==> src/rtl/pio_mem_access_ctrl_if.sv <==
// ---------------------------------------------------------------------------
// pio_mem_access_ctrl_if
//
// Bundles the two sides of the PIO-to-RAM access controller:
//   PIO side : mem_addr, wr_data, cmd, start (from HPS output PIOs)
//              rd_data, busy, done, error    (to HPS input PIOs)
//   RAM side : ram_addr, ram_wdata, ram_we, ram_re (to the RAM port)
//              ram_rdata                        (from the RAM port)
//
// Modports:
//   slave  - the controller (consumes commands, drives the RAM port)
//   master - the environment (software PIOs plus the RAM itself)
//
// Handshake: a command is the rising edge of the start level, seen only
// while the controller is idle. busy is high from the accept edge until
// the edge that sets done. done and error are sticky until the next accept.
// ram_we and ram_re are single-cycle strobes and never high together.
// ---------------------------------------------------------------------------
interface pio_mem_access_ctrl_if #(
    parameter int ADDR_W = 17,
    parameter int DATA_W = 8
);
    logic [ADDR_W-1:0] mem_addr;
    logic [DATA_W-1:0] wr_data;
    logic [1:0]        cmd;
    logic              start;
    logic [DATA_W-1:0] rd_data;
    logic              busy;
    logic              done;
    logic              error;
    logic [ADDR_W-1:0] ram_addr;
    logic [DATA_W-1:0] ram_wdata;
    logic              ram_we;
    logic              ram_re;
    logic [DATA_W-1:0] ram_rdata;

    modport slave (
        input  mem_addr, wr_data, cmd, start, ram_rdata,
        output rd_data, busy, done, error, ram_addr, ram_wdata, ram_we, ram_re
    );

    modport master (
        output mem_addr, wr_data, cmd, start, ram_rdata,
        input  rd_data, busy, done, error, ram_addr, ram_wdata, ram_we, ram_re
    );
endinterface

==> src/rtl/pio_mem_access_ctrl.sv <==
// ---------------------------------------------------------------------------
// pio_mem_access_ctrl
//
// Turns a software start-bit handshake into one read or write on a
// synchronous on-chip RAM port and reports status back to input PIOs.
//
// Ports:
//   clk       - system clock
//   reset     - synchronous, active-high reset
//   bus       - pio_mem_access_ctrl_if.slave (PIO command/status + RAM port)
//   state_dbg - current FSM state (0 IDLE, 1 ISSUE, 2 WAIT, 3 FINISH)
//
// Commands (cmd): 00 nop, 01 read, 10 write, 11 reserved (flags error).
// Addresses >= MEM_DEPTH flag error for read/write and produce no strobe.
// ---------------------------------------------------------------------------
module pio_mem_access_ctrl #(
    parameter int ADDR_W     = 17,
    parameter int DATA_W     = 8,
    parameter int MEM_DEPTH  = 76800,
    parameter int RD_LATENCY = 2
) (
    input  logic                 clk,
    input  logic                 reset,
    pio_mem_access_ctrl_if.slave bus,
    output logic [1:0]           state_dbg
);

    typedef enum logic [1:0] {
        S_IDLE   = 2'd0,
        S_ISSUE  = 2'd1,
        S_WAIT   = 2'd2,
        S_FINISH = 2'd3
    } state_t;

    localparam logic [1:0] CMD_NOP = 2'b00;
    localparam logic [1:0] CMD_RD  = 2'b01;
    localparam logic [1:0] CMD_WR  = 2'b10;
    localparam logic [1:0] CMD_RSV = 2'b11;

    // WAIT counts down from RD_LATENCY-1 so data is sampled exactly
    // RD_LATENCY cycles after the ram_re cycle.
    localparam logic [2:0] LAT_INIT = 3'(RD_LATENCY - 1);

    state_t            state, state_nxt;
    logic              start_q, start_q_nxt;
    logic [ADDR_W-1:0] addr_r, addr_nxt;
    logic [DATA_W-1:0] wdata_r, wdata_nxt;
    logic [1:0]        cmd_r, cmd_nxt;
    logic [2:0]        lat_cnt, lat_cnt_nxt;
    logic [DATA_W-1:0] rd_data_r, rd_data_nxt;
    logic              busy_r, busy_nxt;
    logic              done_r, done_nxt;
    logic              error_r, error_nxt;
    logic              we_c, re_c;
    logic              accept;
    logic              out_of_range;

    // Unsigned compare over the full address width.
    assign out_of_range = (32'(addr_r) >= 32'(MEM_DEPTH));

    // Only a rising edge of start while idle is a command; edges seen in
    // other states are dropped, not queued.
    assign accept = (state == S_IDLE) && bus.start && !start_q;

    always_comb begin
        state_nxt   = state;
        start_q_nxt = bus.start;
        addr_nxt    = addr_r;
        wdata_nxt   = wdata_r;
        cmd_nxt     = cmd_r;
        lat_cnt_nxt = lat_cnt;
        rd_data_nxt = rd_data_r;
        busy_nxt    = busy_r;
        done_nxt    = done_r;
        error_nxt   = error_r;
        we_c        = 1'b0;
        re_c        = 1'b0;

        case (state)
            S_IDLE: begin
                if (accept) begin
                    addr_nxt  = bus.mem_addr;
                    wdata_nxt = bus.wr_data;
                    cmd_nxt   = bus.cmd;
                    done_nxt  = 1'b0;
                    error_nxt = 1'b0;
                    busy_nxt  = 1'b1;
                    state_nxt = S_ISSUE;
                end
            end

            S_ISSUE: begin
                if ((cmd_r == CMD_RSV) ||
                    (((cmd_r == CMD_RD) || (cmd_r == CMD_WR)) && out_of_range)) begin
                    error_nxt = 1'b1;
                    state_nxt = S_FINISH;
                end else if (cmd_r == CMD_WR) begin
                    we_c      = 1'b1;
                    state_nxt = S_FINISH;
                end else if (cmd_r == CMD_RD) begin
                    re_c        = 1'b1;
                    lat_cnt_nxt = LAT_INIT;
                    state_nxt   = S_WAIT;
                end else begin
                    // CMD_NOP: complete without touching the RAM.
                    state_nxt = S_FINISH;
                end
            end

            S_WAIT: begin
                if (lat_cnt == 3'd0) begin
                    rd_data_nxt = bus.ram_rdata;
                    state_nxt   = S_FINISH;
                end else begin
                    lat_cnt_nxt = lat_cnt - 3'd1;
                end
            end

            S_FINISH: begin
                busy_nxt  = 1'b0;
                done_nxt  = 1'b1;
                state_nxt = S_IDLE;
            end

            default: begin
                state_nxt = S_IDLE;
            end
        endcase
    end

    always_ff @(posedge clk) begin
        if (reset) begin
            state     <= S_IDLE;
            // Reset high so a start level held through reset is not a command.
            start_q   <= 1'b1;
            addr_r    <= '0;
            wdata_r   <= '0;
            cmd_r     <= CMD_NOP;
            lat_cnt   <= '0;
            rd_data_r <= '0;
            busy_r    <= 1'b0;
            done_r    <= 1'b0;
            error_r   <= 1'b0;
        end else begin
            state     <= state_nxt;
            start_q   <= start_q_nxt;
            addr_r    <= addr_nxt;
            wdata_r   <= wdata_nxt;
            cmd_r     <= cmd_nxt;
            lat_cnt   <= lat_cnt_nxt;
            rd_data_r <= rd_data_nxt;
            busy_r    <= busy_nxt;
            done_r    <= done_nxt;
            error_r   <= error_nxt;
        end
    end

    // Strobes are decoded from the ISSUE state, so they are high for exactly
    // one cycle and are low whenever the FSM sits in IDLE after reset.
    assign bus.ram_we    = we_c;
    assign bus.ram_re    = re_c;
    assign bus.ram_addr  = addr_r;
    assign bus.ram_wdata = wdata_r;
    assign bus.rd_data   = rd_data_r;
    assign bus.busy      = busy_r;
    assign bus.done      = done_r;
    assign bus.error     = error_r;
    assign state_dbg     = state;

endmodule

==> src/flat_wrapper.sv <==
// flat-port wrapper written by rule: the top's interface ports become plain ports
module pio_mem_access_ctrl_flat 
#(
    parameter int ADDR_W     = 17,
    parameter int DATA_W     = 8,
    parameter int MEM_DEPTH  = 76800,
    parameter int RD_LATENCY = 2
)
  (clk, reset, state_dbg, bus_mem_addr, bus_wr_data, bus_cmd, bus_start, bus_ram_rdata, bus_rd_data, bus_busy, bus_done, bus_error, bus_ram_addr, bus_ram_wdata, bus_ram_we, bus_ram_re);
  pio_mem_access_ctrl_if #(.ADDR_W(ADDR_W), .DATA_W(DATA_W)) bus_i ();
  input  logic clk;
  input  logic reset;
  output logic [1:0] state_dbg;
  input wire logic [$bits(bus_i.mem_addr)-1:0] bus_mem_addr;
  input wire logic [$bits(bus_i.wr_data)-1:0] bus_wr_data;
  input wire logic [$bits(bus_i.cmd)-1:0] bus_cmd;
  input wire logic [$bits(bus_i.start)-1:0] bus_start;
  input wire logic [$bits(bus_i.ram_rdata)-1:0] bus_ram_rdata;
  output wire logic [$bits(bus_i.rd_data)-1:0] bus_rd_data;
  output wire logic [$bits(bus_i.busy)-1:0] bus_busy;
  output wire logic [$bits(bus_i.done)-1:0] bus_done;
  output wire logic [$bits(bus_i.error)-1:0] bus_error;
  output wire logic [$bits(bus_i.ram_addr)-1:0] bus_ram_addr;
  output wire logic [$bits(bus_i.ram_wdata)-1:0] bus_ram_wdata;
  output wire logic [$bits(bus_i.ram_we)-1:0] bus_ram_we;
  output wire logic [$bits(bus_i.ram_re)-1:0] bus_ram_re;
  assign bus_i.mem_addr = bus_mem_addr;
  assign bus_i.wr_data = bus_wr_data;
  assign bus_i.cmd = bus_cmd;
  assign bus_i.start = bus_start;
  assign bus_i.ram_rdata = bus_ram_rdata;
  assign bus_rd_data = bus_i.rd_data;
  assign bus_busy = bus_i.busy;
  assign bus_done = bus_i.done;
  assign bus_error = bus_i.error;
  assign bus_ram_addr = bus_i.ram_addr;
  assign bus_ram_wdata = bus_i.ram_wdata;
  assign bus_ram_we = bus_i.ram_we;
  assign bus_ram_re = bus_i.ram_re;
  pio_mem_access_ctrl #(.ADDR_W(ADDR_W), .DATA_W(DATA_W), .MEM_DEPTH(MEM_DEPTH), .RD_LATENCY(RD_LATENCY)) u_core (.clk(clk), .reset(reset), .bus(bus_i), .state_dbg(state_dbg));
endmodule
==> config.mk <==
export PLATFORM = sky130hd
export DESIGN_NAME = pio_mem_access_ctrl_flat
export DESIGN_NICKNAME = d
export VERILOG_FILES = /design/src/rtl/pio_mem_access_ctrl_if.sv /design/src/rtl/pio_mem_access_ctrl.sv /design/src/flat_wrapper.sv
export SDC_FILE = /design/constraint.sdc
export NUM_CORES = 1
export LEC_CHECK = 0
export ABC_AREA = 0
export CELL_PAD_IN_SITES_DETAIL_PLACEMENT = 0
export CELL_PAD_IN_SITES_GLOBAL_PLACEMENT = 2
export CORE_ASPECT_RATIO = 0.9
export CORE_MARGIN = 8
export CORE_UTILIZATION = 25
export CTS_CLUSTER_DIAMETER = 200
export CTS_CLUSTER_SIZE = 14
export DETAILED_ROUTE_END_ITERATION = 8
export GPL_TIMING_DRIVEN = 0
export HOLD_SLACK_MARGIN = 0.02
export PLACE_DENSITY = 0.87
export SETUP_SLACK_MARGIN = 0.1
export SLEW_MARGIN = 20
export SYNTH_ARGS = -nofsm -noshare
export SYNTH_HDL_FRONTEND = slang
export SYNTH_SLANG_ARGS = --single-unit
==> constraint.sdc <==
create_clock -name clk -period 3.5 [get_ports clk]
set_input_delay 0.7 -clock clk [delete_from_list [all_inputs] [get_ports clk]]
set_output_delay 0.7 -clock clk [all_outputs]
set_load 0.05 [all_outputs]
==> run metrics <==
Yosys cell types 35; DRT Wirelength 5540 um; Post-CTS Resized 0; Post-synth top cells nand2_1, dfxtp_1, a21oi_1; most frequent cell after synthesis nand2_1; area grow syn2layout 53.5%; Clock Power Share 25.1%; area leader, netlist dfxtp_1; vias in the first global route 1740; initial core utilization 25.3%; ant diodes 0; Final TNS setup 0 ns; fillers 800; worst slew pin tran 0.522 ns; Sequential Power Share 36.6%; Critical Path End Type output pin; top_reg_cell synth dfxtp_1; status finished, final reports clean; total core area 7430 um2; Worst Skew 0.00904 ns; clock latency on the worst-skew pair 0.30 ns; Post-Syn Instances 224; global route total overflow 0; PD cells 562 nW/um2; routed via count 1763; busiest grt layer met2; drt pass-1 iters 4; Power Internal 1.01 mW; synth warn 0; EDFF count, synth 0; R2R Setup Slk 1.48 ns; Post-CTS Setup Repair Bufs 0; GRT Total Usage 10.5%; CTS Sinks 44; # port buffers 77; Die Y-Extent 98.3 um; combinational power share 38.3%; Wirelength per Cell 13.7 um; layout cells sized above 1 5.50%; final worst-path cycle share 89.1%; global-route wire length before repair 8930 um; number of cell rows 30; Async S/R FF share, synth 0%; Setup-failing EPs final 0; Worst-path clk slew 0.09 ns; Max Freq 0.321 GHz; Hold Buf Count CTS 0; Post-Synthesis Net Count 271; Setup WS post-layout 0.381 ns; Final nets 355; Die Wd 107 um; crit path max fanout 4; worst slack at placement 0.694 ns; Max-Cap Viols 0; H-tree levels 2; CTS tree built; Mean Syn Cell Area 8.39 um2; DPL Wire Length 4140 um; register area share after synthesis 46.9%; RD Place Congestion 0.748; Die ar. 10600 um2; Max rail drop VDD 0.199 mV; post-synthesis register bit count 44; count of pins over their slew limit 0; M3 GR Usage 4.02%; Final Critical Period 3.12 ns; Net Sw Power 0.610 mW; root buf cell clkbuf_8; Final ANT Viol Nets 0; Num CTS Buffers 5; critical path class register to output pin; global-route met2 utilization 15.7%; Initial DRC Count 84; drt drc 0; Sw Ratio 37.6%; top cells by area, synth dfxtp_1, nand2_1, a21oi_1; CP Launch Type register; Slew Limit Headroom 65.1%; Hold Vio Cnt, Final 0; clock tree buffer depth 2; Yosys top cell area share 46.9%; DR vias/cell 4.35; Worst EP arrival 2.42 ns; pin count of the biggest net entering global routing 16; Hold WC Path Type register to register; Synth Cell Area 1880 um2; critical path required time 2.80 ns; antenna violations before repair 0; io pins 78; met1 Track Usage GR 13.6%; RSZ-0062 raised after global routing false; Leak 1.08 nW
==> power groups by stage <==
stage	clock network (mW)	logic, mW	registers [mW]
2_1_floorplan	0	0.279	0.747
3_3_place_gp	0	0.622	0.605
3_5_place_dp	0	0.627	0.606
4_1_cts	0.424	0.629	0.595
5_1_grt	0.442	0.674	0.602
6_report	0.406	0.621	0.593
==> through the flow <==
step | util (%) | cell area [um2] | instances | power [mW] | hold WS (ns)
finish | 38.8 | 2890 | 405 | 1.62 | 0.457
global route | 38.8 | 2890 | 405 | 1.72 | 0.484
CTS | 38.8 | 2890 | 405 | 1.65 | 0.461
detailed placement | 37.3 | 2770 | 397 | 1.23 | 0.448
global placement | 37.3 | 2770 | 397 | 1.23 | 0.442
floorplan | - | 1880 | 224 | 1.03 | 0.469
==> registers in the layout, summed over array words and instances, names as in the netlist <==
name and flops:
u_core.bus.error 1, u_core.start_q 1, u_core.bus.done 1, u_core.bus.ram_wdata 8, u_core.lat_cnt 3, u_core.bus.rd_data 8, u_core.bus.busy 1, u_core.bus.ram_addr 17
u_core.cmd_r 2, u_core.state_dbg 2
==> cell usage in the layout (no fill, tap or decap), types with 3 or more instances in the layout <==
cell type        count
mux2i_1             11
nor2_1              15
a21oi_1             29
nand2b_1             4
clkbuf_1             8
and3_1               3
nand2_1             58
dfxtp_1             44
clkdlybuf4s50_1     77
clkbuf_8             5
ha_1                 9
inv_1                9
nand3b_1             3
==> path summary, 6_finish.rpt <==
path | from | to | cells after the start
worst max-delay path | u_core.cmd_r[0] | bus_ram_re | 6
worst min register to register | u_core.bus.ram_wdata[1] | u_core.bus.ram_wdata[1] | 2
worst min-delay path | u_core.bus.ram_wdata[1] | u_core.bus.ram_wdata[1] | 2
worst max register to register | u_core.state_dbg[0] | u_core.lat_cnt[2] | 7
==> metal layers <==
metal / up-vias / part of all wire [%]
li1: 918 / -
met1: 795 / 48
met2: 46 / 44
met3: 4 / 7.7
met4: 0 / 0.92
met5: - / 0
==> kinds of logic (layout without fill, tap and decap cells) <==
logic type / count (synthesis) / after routing / synth area share, %
buffers and inverters: 21 / 106 / 4.66
flip-flops: 44 / 44 / 46.9
multiplexers: 11 / 11 / 5.86
AND/OR/NAND/NOR: 98 / 98 / 23.3
adder cells (fa/ha/maj): 9 / 9 / 5.99
AO/OA/AOI/OAI: 41 / 41 / 13.3
==> worst max-delay path, stage by stage, from the launching register on <==
cell,delay [ns]
dfxtp_1,0.38
inv_1,0.06
ha_1,0.29
nand3b_1,0.19
o221a_2,0.30
and3_1,0.19
clkdlybuf4s50_1,0.70
==> cell type report <==
cell class | instances | area, um2 | area share (%)
clock buffers | 5 | 68.8 | 2.39
inverters | 9 | 33.8 | 1.17
well taps | 96 | 120 | 4.16
multi-input cells | 159 | 911 | 31.6
repair buffers | 77 | 771 | 26.7
plain buffers | 12 | 53.8 | 1.86
flip-flops and latches | 44 | 881 | 30.5
clock inverters | 3 | 46.3 | 1.60
Power figures use the tool's default switching activity.
